`config.mk`:
```
export PLATFORM = sky130hd
export DESIGN_NAME = i2c_txn_arbiter_flat
export DESIGN_NICKNAME = d
export VERILOG_FILES = /design/src/rtl/i2c_txn_arbiter_if.sv /design/src/rtl/i2c_txn_arbiter.sv /design/src/flat_wrapper.sv
export SDC_FILE = /design/constraint.sdc
export NUM_CORES = 1
export LEC_CHECK = 0
export CAP_MARGIN = 10
export CORE_MARGIN = 1
export CORE_UTILIZATION = 39
export DETAILED_ROUTE_END_ITERATION = 8
export GPL_ROUTABILITY_DRIVEN = 0
export PLACE_DENSITY = 0.77
export REMOVE_ABC_BUFFERS = 1
export SYNTH_ARGS = -nofsm -noshare
export SYNTH_HDL_FRONTEND = slang
export SYNTH_SLANG_ARGS = --single-unit
```
`constraint.sdc`:
```
create_clock -name mclk -period 1.4 [get_ports mclk]
set_input_delay 0.14 -clock mclk [delete_from_list [all_inputs] [get_ports mclk]]
set_output_delay 0.14 -clock mclk [all_outputs]
set_load 0.02 [all_outputs]
```
`src/rtl/i2c_txn_arbiter_if.sv`:
```
`default_nettype none
// ============================================================================
//  Module      : i2c_txn_arbiter_if
//  Description : Bundle of the requester-side and engine-side signals of the
//                I2C transaction arbiter.
//                Requester side : req, req_rw, req_addr, req_reg, req_wdata in;
//                                 gnt, ack, err, rdata, busy out.
//                Engine side    : StartW, StartR, eng_addr, eng_reg,
//                                 eng_wdata out; donew, doner, eng_rdata in.
//                master = arbiter view, slave = requesters/engine view.
//  Revision    : 1.0  initial release
// ============================================================================
interface i2c_txn_arbiter_if #(
  parameter int N = 2
) ();
  logic [N-1:0]   req;
  logic [N-1:0]   req_rw;
  logic [7*N-1:0] req_addr;
  logic [8*N-1:0] req_reg;
  logic [8*N-1:0] req_wdata;
  logic [N-1:0]   gnt;
  logic [N-1:0]   ack;
  logic [N-1:0]   err;
  logic [7:0]     rdata;
  logic           busy;
  logic           StartW;
  logic           StartR;
  logic [6:0]     eng_addr;
  logic [7:0]     eng_reg;
  logic [7:0]     eng_wdata;
  logic           donew;
  logic           doner;
  logic [7:0]     eng_rdata;

  modport master (
    input  req, req_rw, req_addr, req_reg, req_wdata,
    input  donew, doner, eng_rdata,
    output gnt, ack, err, rdata, busy,
    output StartW, StartR, eng_addr, eng_reg, eng_wdata
  );

  modport slave (
    output req, req_rw, req_addr, req_reg, req_wdata,
    output donew, doner, eng_rdata,
    input  gnt, ack, err, rdata, busy,
    input  StartW, StartR, eng_addr, eng_reg, eng_wdata
  );
endinterface
`default_nettype wire

```
`src/rtl/i2c_txn_arbiter.sv`:
```
`default_nettype none
// ============================================================================
//  Module      : i2c_txn_arbiter
//  Description : Round-robin sharing of one I2C read/write engine between N
//                requesters. Latches the winner's fields, issues one start
//                pulse, waits for the matching done (or timeout) and returns
//                ack/err plus read data to the winner.
//  Ports       : mclk   - system clock, rising edge
//                resetG - asynchronous active-low reset
//                bus    - i2c_txn_arbiter_if.master (requester + engine side)
//  Revision    : 1.0  initial release
// ============================================================================
module i2c_txn_arbiter #(
  parameter int N       = 2,
  parameter int TIMEOUT = 4096,
  parameter int TW      = 13
) (
  input  logic                 mclk,
  input  logic                 resetG,
  i2c_txn_arbiter_if.master    bus
);

  localparam int WW = (N > 2) ? 2 : 1;       // winner index width
  localparam int PW = $clog2(2 * N);         // index width into doubled req
  localparam logic [TW-1:0] c_tmo_last = TW'(TIMEOUT - 1);

  typedef enum logic [2:0] {
    S_IDLE     = 3'd0,
    S_GRANT    = 3'd1,
    S_ISSUE    = 3'd2,
    S_WAIT     = 3'd3,
    S_RESP_OK  = 3'd4,
    S_RESP_ERR = 3'd5
  } state_t;

  state_t          r_state, w_state_nxt;
  logic [WW-1:0]   r_last, r_win, w_pick;
  logic            w_any;
  logic [PW-1:0]   w_pos;
  logic [2*N-1:0]  w_req2;
  logic [N-1:0]    w_win_oh;
  logic            r_rw;
  logic [TW-1:0]   r_cnt;
  logic [6:0]      r_eng_addr;
  logic [7:0]      r_eng_reg, r_eng_wdata, r_rdata;
  logic            w_sel_rw;
  logic [6:0]      w_sel_addr;
  logic [7:0]      w_sel_reg, w_sel_wdata;
  logic            w_done;

  // Doubling the request vector lets the scan last+1 .. last+N run without
  // a modulo; the position is folded back into 0..N-1 afterwards.
  assign w_req2 = {bus.req, bus.req};

  always_comb begin
    w_any  = 1'b0;
    w_pick = r_last;
    w_pos  = '0;
    for (int i = 1; i <= N; i++) begin
      w_pos = PW'(r_last) + PW'(i);
      if (!w_any && w_req2[w_pos]) begin
        w_any  = 1'b1;
        w_pick = (w_pos >= PW'(N)) ? WW'(w_pos - PW'(N)) : WW'(w_pos);
      end
    end
  end

  // Winner field select and one-hot decode
  always_comb begin
    w_sel_rw    = 1'b0;
    w_sel_addr  = '0;
    w_sel_reg   = '0;
    w_sel_wdata = '0;
    w_win_oh    = '0;
    for (int i = 0; i < N; i++) begin
      if (r_win == WW'(i)) begin
        w_sel_rw    = bus.req_rw[i];
        w_sel_addr  = bus.req_addr[7*i +: 7];
        w_sel_reg   = bus.req_reg[8*i +: 8];
        w_sel_wdata = bus.req_wdata[8*i +: 8];
        w_win_oh[i] = 1'b1;
      end
    end
  end

  // Only the done that matches the latched direction counts
  assign w_done = r_rw ? bus.doner : bus.donew;

  always_comb begin
    w_state_nxt = r_state;
    case (r_state)
      S_IDLE:     if (w_any) w_state_nxt = S_GRANT;
      S_GRANT:    w_state_nxt = S_ISSUE;
      S_ISSUE:    w_state_nxt = S_WAIT;
      // done is tested first so it wins over a simultaneous expiry
      S_WAIT: begin
        if (w_done)                    w_state_nxt = S_RESP_OK;
        else if (r_cnt == c_tmo_last)  w_state_nxt = S_RESP_ERR;
      end
      S_RESP_OK:  w_state_nxt = S_IDLE;
      S_RESP_ERR: w_state_nxt = S_IDLE;
      default:    w_state_nxt = S_IDLE;
    endcase
  end

  always_ff @(posedge mclk or negedge resetG) begin
    if (!resetG) r_state <= S_IDLE;
    else         r_state <= w_state_nxt;
  end

  // The counter is cleared on entry to ISSUE, so ISSUE is count 0 and the
  // k-th cycle after ISSUE holds count k; expiry at TIMEOUT-1 therefore puts
  // RESP_ERR exactly TIMEOUT cycles after the start pulse.
  always_ff @(posedge mclk or negedge resetG) begin
    if (!resetG) begin
      r_last      <= WW'(N - 1);
      r_win       <= '0;
      r_rw        <= 1'b0;
      r_cnt       <= '0;
      r_eng_addr  <= '0;
      r_eng_reg   <= '0;
      r_eng_wdata <= '0;
      r_rdata     <= '0;
    end else begin
      case (r_state)
        S_IDLE: if (w_any) r_win <= w_pick;
        S_GRANT: begin
          r_rw        <= w_sel_rw;
          r_eng_addr  <= w_sel_addr;
          r_eng_reg   <= w_sel_reg;
          r_eng_wdata <= w_sel_wdata;
          r_last      <= r_win;
          r_cnt       <= '0;
        end
        S_ISSUE: r_cnt <= r_cnt + TW'(1);
        S_WAIT: begin
          r_cnt <= r_cnt + TW'(1);
          if (r_rw && bus.doner) r_rdata <= bus.eng_rdata;
        end
        default: ;
      endcase
    end
  end

  assign bus.busy      = (r_state != S_IDLE);
  assign bus.gnt       = bus.busy ? w_win_oh : '0;
  assign bus.ack       = (r_state == S_RESP_OK)  ? w_win_oh : '0;
  assign bus.err       = (r_state == S_RESP_ERR) ? w_win_oh : '0;
  assign bus.StartW    = (r_state == S_ISSUE) && !r_rw;
  assign bus.StartR    = (r_state == S_ISSUE) &&  r_rw;
  assign bus.eng_addr  = r_eng_addr;
  assign bus.eng_reg   = r_eng_reg;
  assign bus.eng_wdata = r_eng_wdata;
  assign bus.rdata     = r_rdata;

endmodule
`default_nettype wire
```
`src/flat_wrapper.sv`:
```
// flat-port wrapper written by rule: the top's interface ports become plain ports
module i2c_txn_arbiter_flat 
#(
  parameter int N       = 2,
  parameter int TIMEOUT = 4096,
  parameter int TW      = 13
)
  (mclk, resetG, bus_req, bus_req_rw, bus_req_addr, bus_req_reg, bus_req_wdata, bus_donew, bus_doner, bus_eng_rdata, bus_gnt, bus_ack, bus_err, bus_rdata, bus_busy, bus_StartW, bus_StartR, bus_eng_addr, bus_eng_reg, bus_eng_wdata);
  i2c_txn_arbiter_if #(.N(N)) bus_i ();
  input  logic mclk;
  input  logic resetG;
  input wire logic [$bits(bus_i.req)-1:0] bus_req;
  input wire logic [$bits(bus_i.req_rw)-1:0] bus_req_rw;
  input wire logic [$bits(bus_i.req_addr)-1:0] bus_req_addr;
  input wire logic [$bits(bus_i.req_reg)-1:0] bus_req_reg;
  input wire logic [$bits(bus_i.req_wdata)-1:0] bus_req_wdata;
  input wire logic [$bits(bus_i.donew)-1:0] bus_donew;
  input wire logic [$bits(bus_i.doner)-1:0] bus_doner;
  input wire logic [$bits(bus_i.eng_rdata)-1:0] bus_eng_rdata;
  output wire logic [$bits(bus_i.gnt)-1:0] bus_gnt;
  output wire logic [$bits(bus_i.ack)-1:0] bus_ack;
  output wire logic [$bits(bus_i.err)-1:0] bus_err;
  output wire logic [$bits(bus_i.rdata)-1:0] bus_rdata;
  output wire logic [$bits(bus_i.busy)-1:0] bus_busy;
  output wire logic [$bits(bus_i.StartW)-1:0] bus_StartW;
  output wire logic [$bits(bus_i.StartR)-1:0] bus_StartR;
  output wire logic [$bits(bus_i.eng_addr)-1:0] bus_eng_addr;
  output wire logic [$bits(bus_i.eng_reg)-1:0] bus_eng_reg;
  output wire logic [$bits(bus_i.eng_wdata)-1:0] bus_eng_wdata;
  assign bus_i.req = bus_req;
  assign bus_i.req_rw = bus_req_rw;
  assign bus_i.req_addr = bus_req_addr;
  assign bus_i.req_reg = bus_req_reg;
  assign bus_i.req_wdata = bus_req_wdata;
  assign bus_i.donew = bus_donew;
  assign bus_i.doner = bus_doner;
  assign bus_i.eng_rdata = bus_eng_rdata;
  assign bus_gnt = bus_i.gnt;
  assign bus_ack = bus_i.ack;
  assign bus_err = bus_i.err;
  assign bus_rdata = bus_i.rdata;
  assign bus_busy = bus_i.busy;
  assign bus_StartW = bus_i.StartW;
  assign bus_StartR = bus_i.StartR;
  assign bus_eng_addr = bus_i.eng_addr;
  assign bus_eng_reg = bus_i.eng_reg;
  assign bus_eng_wdata = bus_i.eng_wdata;
  i2c_txn_arbiter #(.N(N), .TIMEOUT(TIMEOUT), .TW(TW)) u_core (.mclk(mclk), .resetG(resetG), .bus(bus_i));
endmodule
```
==> reports/qor.txt <==
status - finished, violations left
failing checks - negative setup slack
post-route ant nets - 0
# IOs - 102
CTS H-tree depth - 2
Multi-input gate area - 1360 um2
die area - 6640 um2
cell area power density - 2220 nW/um2
Core Box Area - 6030 um2
main flop type after synthesis - dfrtp_1
setup violators final - 53
Post-synth EDFFs - 0
CP delay by family, top - buffers and inverters
Tot GR Track Use - 20.9%
WL/cell - 16.1 um
max reg flops - 13
crit path kind - reg2reg
total CTS buffers - 5
Clock Latency Late Sink - 0.30 ns
syn_area_per_cell - 10.5 um2
Max IR drop VDD - 1.32 mV
Worst setup EP type - flip-flop
DRT Wirelength - 7.21 mm
CP peak stage delay - 0.47 ns
CP max FO - 8
Initial Util - 40.9%
Worst path slowest cell - dfrtp_2
cells along the critical path - buf_6 > buf_6 > nor3b_4 > buf_6 > clkbuf_16 > nor2_2 > a21oi_1
vias in the first global route - 2296
Synth async-reset ratio - 100%
Fillers - 447
fin nets - 436
Pins Over Slew Limit - 0
Via density - 5.26
initial detailed-routing violation count - 122
total of max-cap violations - 0
clk root buf - clkbuf_8
Post-Synthesis Cells - 235
Final Hold Violating Endpoints - 0
Crit path buffers/inverters - 4
Port Buffers - 101
CTS tree - done
Max transition margin - 75.0%
P_leak - 1.87 nW
worst path required time - 1.63 ns
Synth cell types - 43
Area after DPL - 3670 um2
final core occ - 70.7%
Reg area - 1260 um2
antenna violations before repair - 0
Die X - 81.5 um
fraction of the cycle the final worst path needs - 112%
Core Rows - 28
Vias - 2357
Final min period - 1.56 ns
RSZ-0062 raised after global routing - true
fmax - 0.639 GHz
synth warn - 0
clk slew on worst S/H paths - 0.09 ns
pre-CTS setup slack - -0.302 ns
hold crit path type - in2async
HPWL Detailed - 4.36 mm
layout cells sized above 1 - 35.4%
Final WS setup - -0.164 ns
Critical Path Start Type - flip-flop
clock sink count - 50
Clock Skew - 0.00578 ns
setup TNS - -5.71 ns
# diodes - 0
total power - 9.45 mW
Post-Synthesis Cell Area - 2460 um2
measured slew at the worst slew-check pin - 0.375 ns
Pre-antenna DRT Iters - 5
Synth Register Bits - 50
Remaining DRCs - 0
Most flops, register - u_core.r_cnt
sequential area share after synthesis - 50.8%
total grt overflow - 0
area added between synthesis and finish - 72.9%
CP arrival - 1.79 ns
largest net degree at the start of global routing - 28
Most common cell on crit path - buf_6
Final Cell Area - 4260 um2
clk buf depth - 2
Die Y - 81.5 um
first-pass GRT wire length - 10.6 mm
[worst reg2reg max path, stage by stage (launching register included)]
cell and delay (ns):
dfrtp_2 0.47, buf_6 0.15, buf_6 0.12, nor3b_4 0.24
buf_6 0.19, clkbuf_16 0.18, nor2_2 0.04, a21oi_1 0.11
[cells in the mapped netlist (all sizes together), types with 2 or more instances]
cell type / number / area share, %
a21oi: 29 / 5.9
a31oi: 7 / 1.8
and2: 2 / 0.56
and3: 3 / 0.81
and4: 4 / 1.5
buf: 15 / 3.9
clkbuf: 3 / 0.86
dfrtp: 49 / 50
inv: 4 / 0.61
mux2: 9 / 4.1
mux2i: 25 / 10
nand2: 9 / 1.4
nand3: 3 / 0.61
nand4: 5 / 1.9
nor2: 31 / 4.7
nor2b: 2 / 0.81
nor3: 4 / 0.81
nor3b: 2 / 0.81
nor4bb: 2 / 0.81
o21ai: 14 / 2.8
o22ai: 2 / 0.51
[cell type report]
class	count	share of cell area (%)
multi-input combinational	164	31.9
clock inverter	1	0.176
tap	75	2.20
inverter	4	0.352
clock buffer	6	1.70
timing repair buffer	148	34.2
sequential	50	29.5
[report_power, final]
| part | leakage, nW | internal, mW | switching [mW] |
|---|---|---|---|
| combinational | 1.24 | 3.07 | 3.02 |
| sequential | 0.588 | 2.04 | 0.500 |
| clock | 0.0373 | 0.344 | 0.472 |
[worst paths after layout]
kind	start	end	slack, ns	depth (start not counted)
worst max register to register	u_core.r_state[1]	u_core.bus.eng_reg[6]	-0.16	7
worst min register to register	u_core.r_cnt[9]	u_core.r_cnt[9]	0.50	1
worst max-delay path	u_core.r_state[1]	u_core.bus.eng_reg[6]	-0.16	7
max in group asynchronous	resetG	u_core.r_last	0.58	3
worst min-delay path	resetG	u_core.bus.rdata[0]	0.27	2
min in group mclk	bus_eng_rdata[2]	u_core.bus.rdata[2]	0.45	2
[timing repair]
action,CTS,global route
gates resized for setup,104,70
endpoints found under the setup margin,79,58
hold buffers,1,0
endpoints found under the hold margin,13,0
gates cloned,1,3
pin swaps,3,5
buffers inserted,10,8
[per-layer routing]
layer	routed length (um)	track usage [%]	part of all wire, %	vias up
met2	3740	36.6	52	84
met4	109	6.07	1.5	0
met5	0	0	0	-
li1	-	-	-	1118
met1	2950	25.3	41	1144
met3	406	5.22	5.6	11
[cells by family (layout without fill, tap and decap cells)]
kind of cell | Yosys count | in the layout | share of synthesized area (%)
buffers and inverters | 22 | 159 | 5.33
xor gates and xnor gates | 1 | 1 | 0.355
and+or+nand+nor | 70 | 71 | 15.5
AOI/OAI and AO/OA | 57 | 57 | 13.2
muxes | 34 | 34 | 14.3
DFF | 50 | 50 | 50.8
adders and majority gates | 1 | 1 | 0.508
[metrics by stage]
stage          hold WS (ns)  instances
2_1_floorplan        -0.156        217
3_3_place_gp         0.0746        419
3_5_place_dp         0.0788        419
4_1_cts               0.292        437
5_1_grt               0.308        448
6_report              0.274        448
[layout by cell type, fill, tap and decap left out, types with 4 or more instances in the layout]
cell / count
a21oi_1: 12
a21oi_2: 17
a31oi_1: 6
buf_2: 4
buf_4: 32
buf_6: 13
clkbuf_8: 5
clkdlybuf4s50_1: 60
dfrtp_1: 46
dlygate4sd2_1: 27
dlymetal6s2s_1: 4
inv_1: 4
mux2_4: 9
mux2i_1: 25
nand2_1: 9
nand4_1: 4
nor2_1: 9
nor2_2: 14
nor2_4: 8
o21ai_0: 4
o21ai_1: 9
No activity file was read; power rests on OpenSTA's default activity.
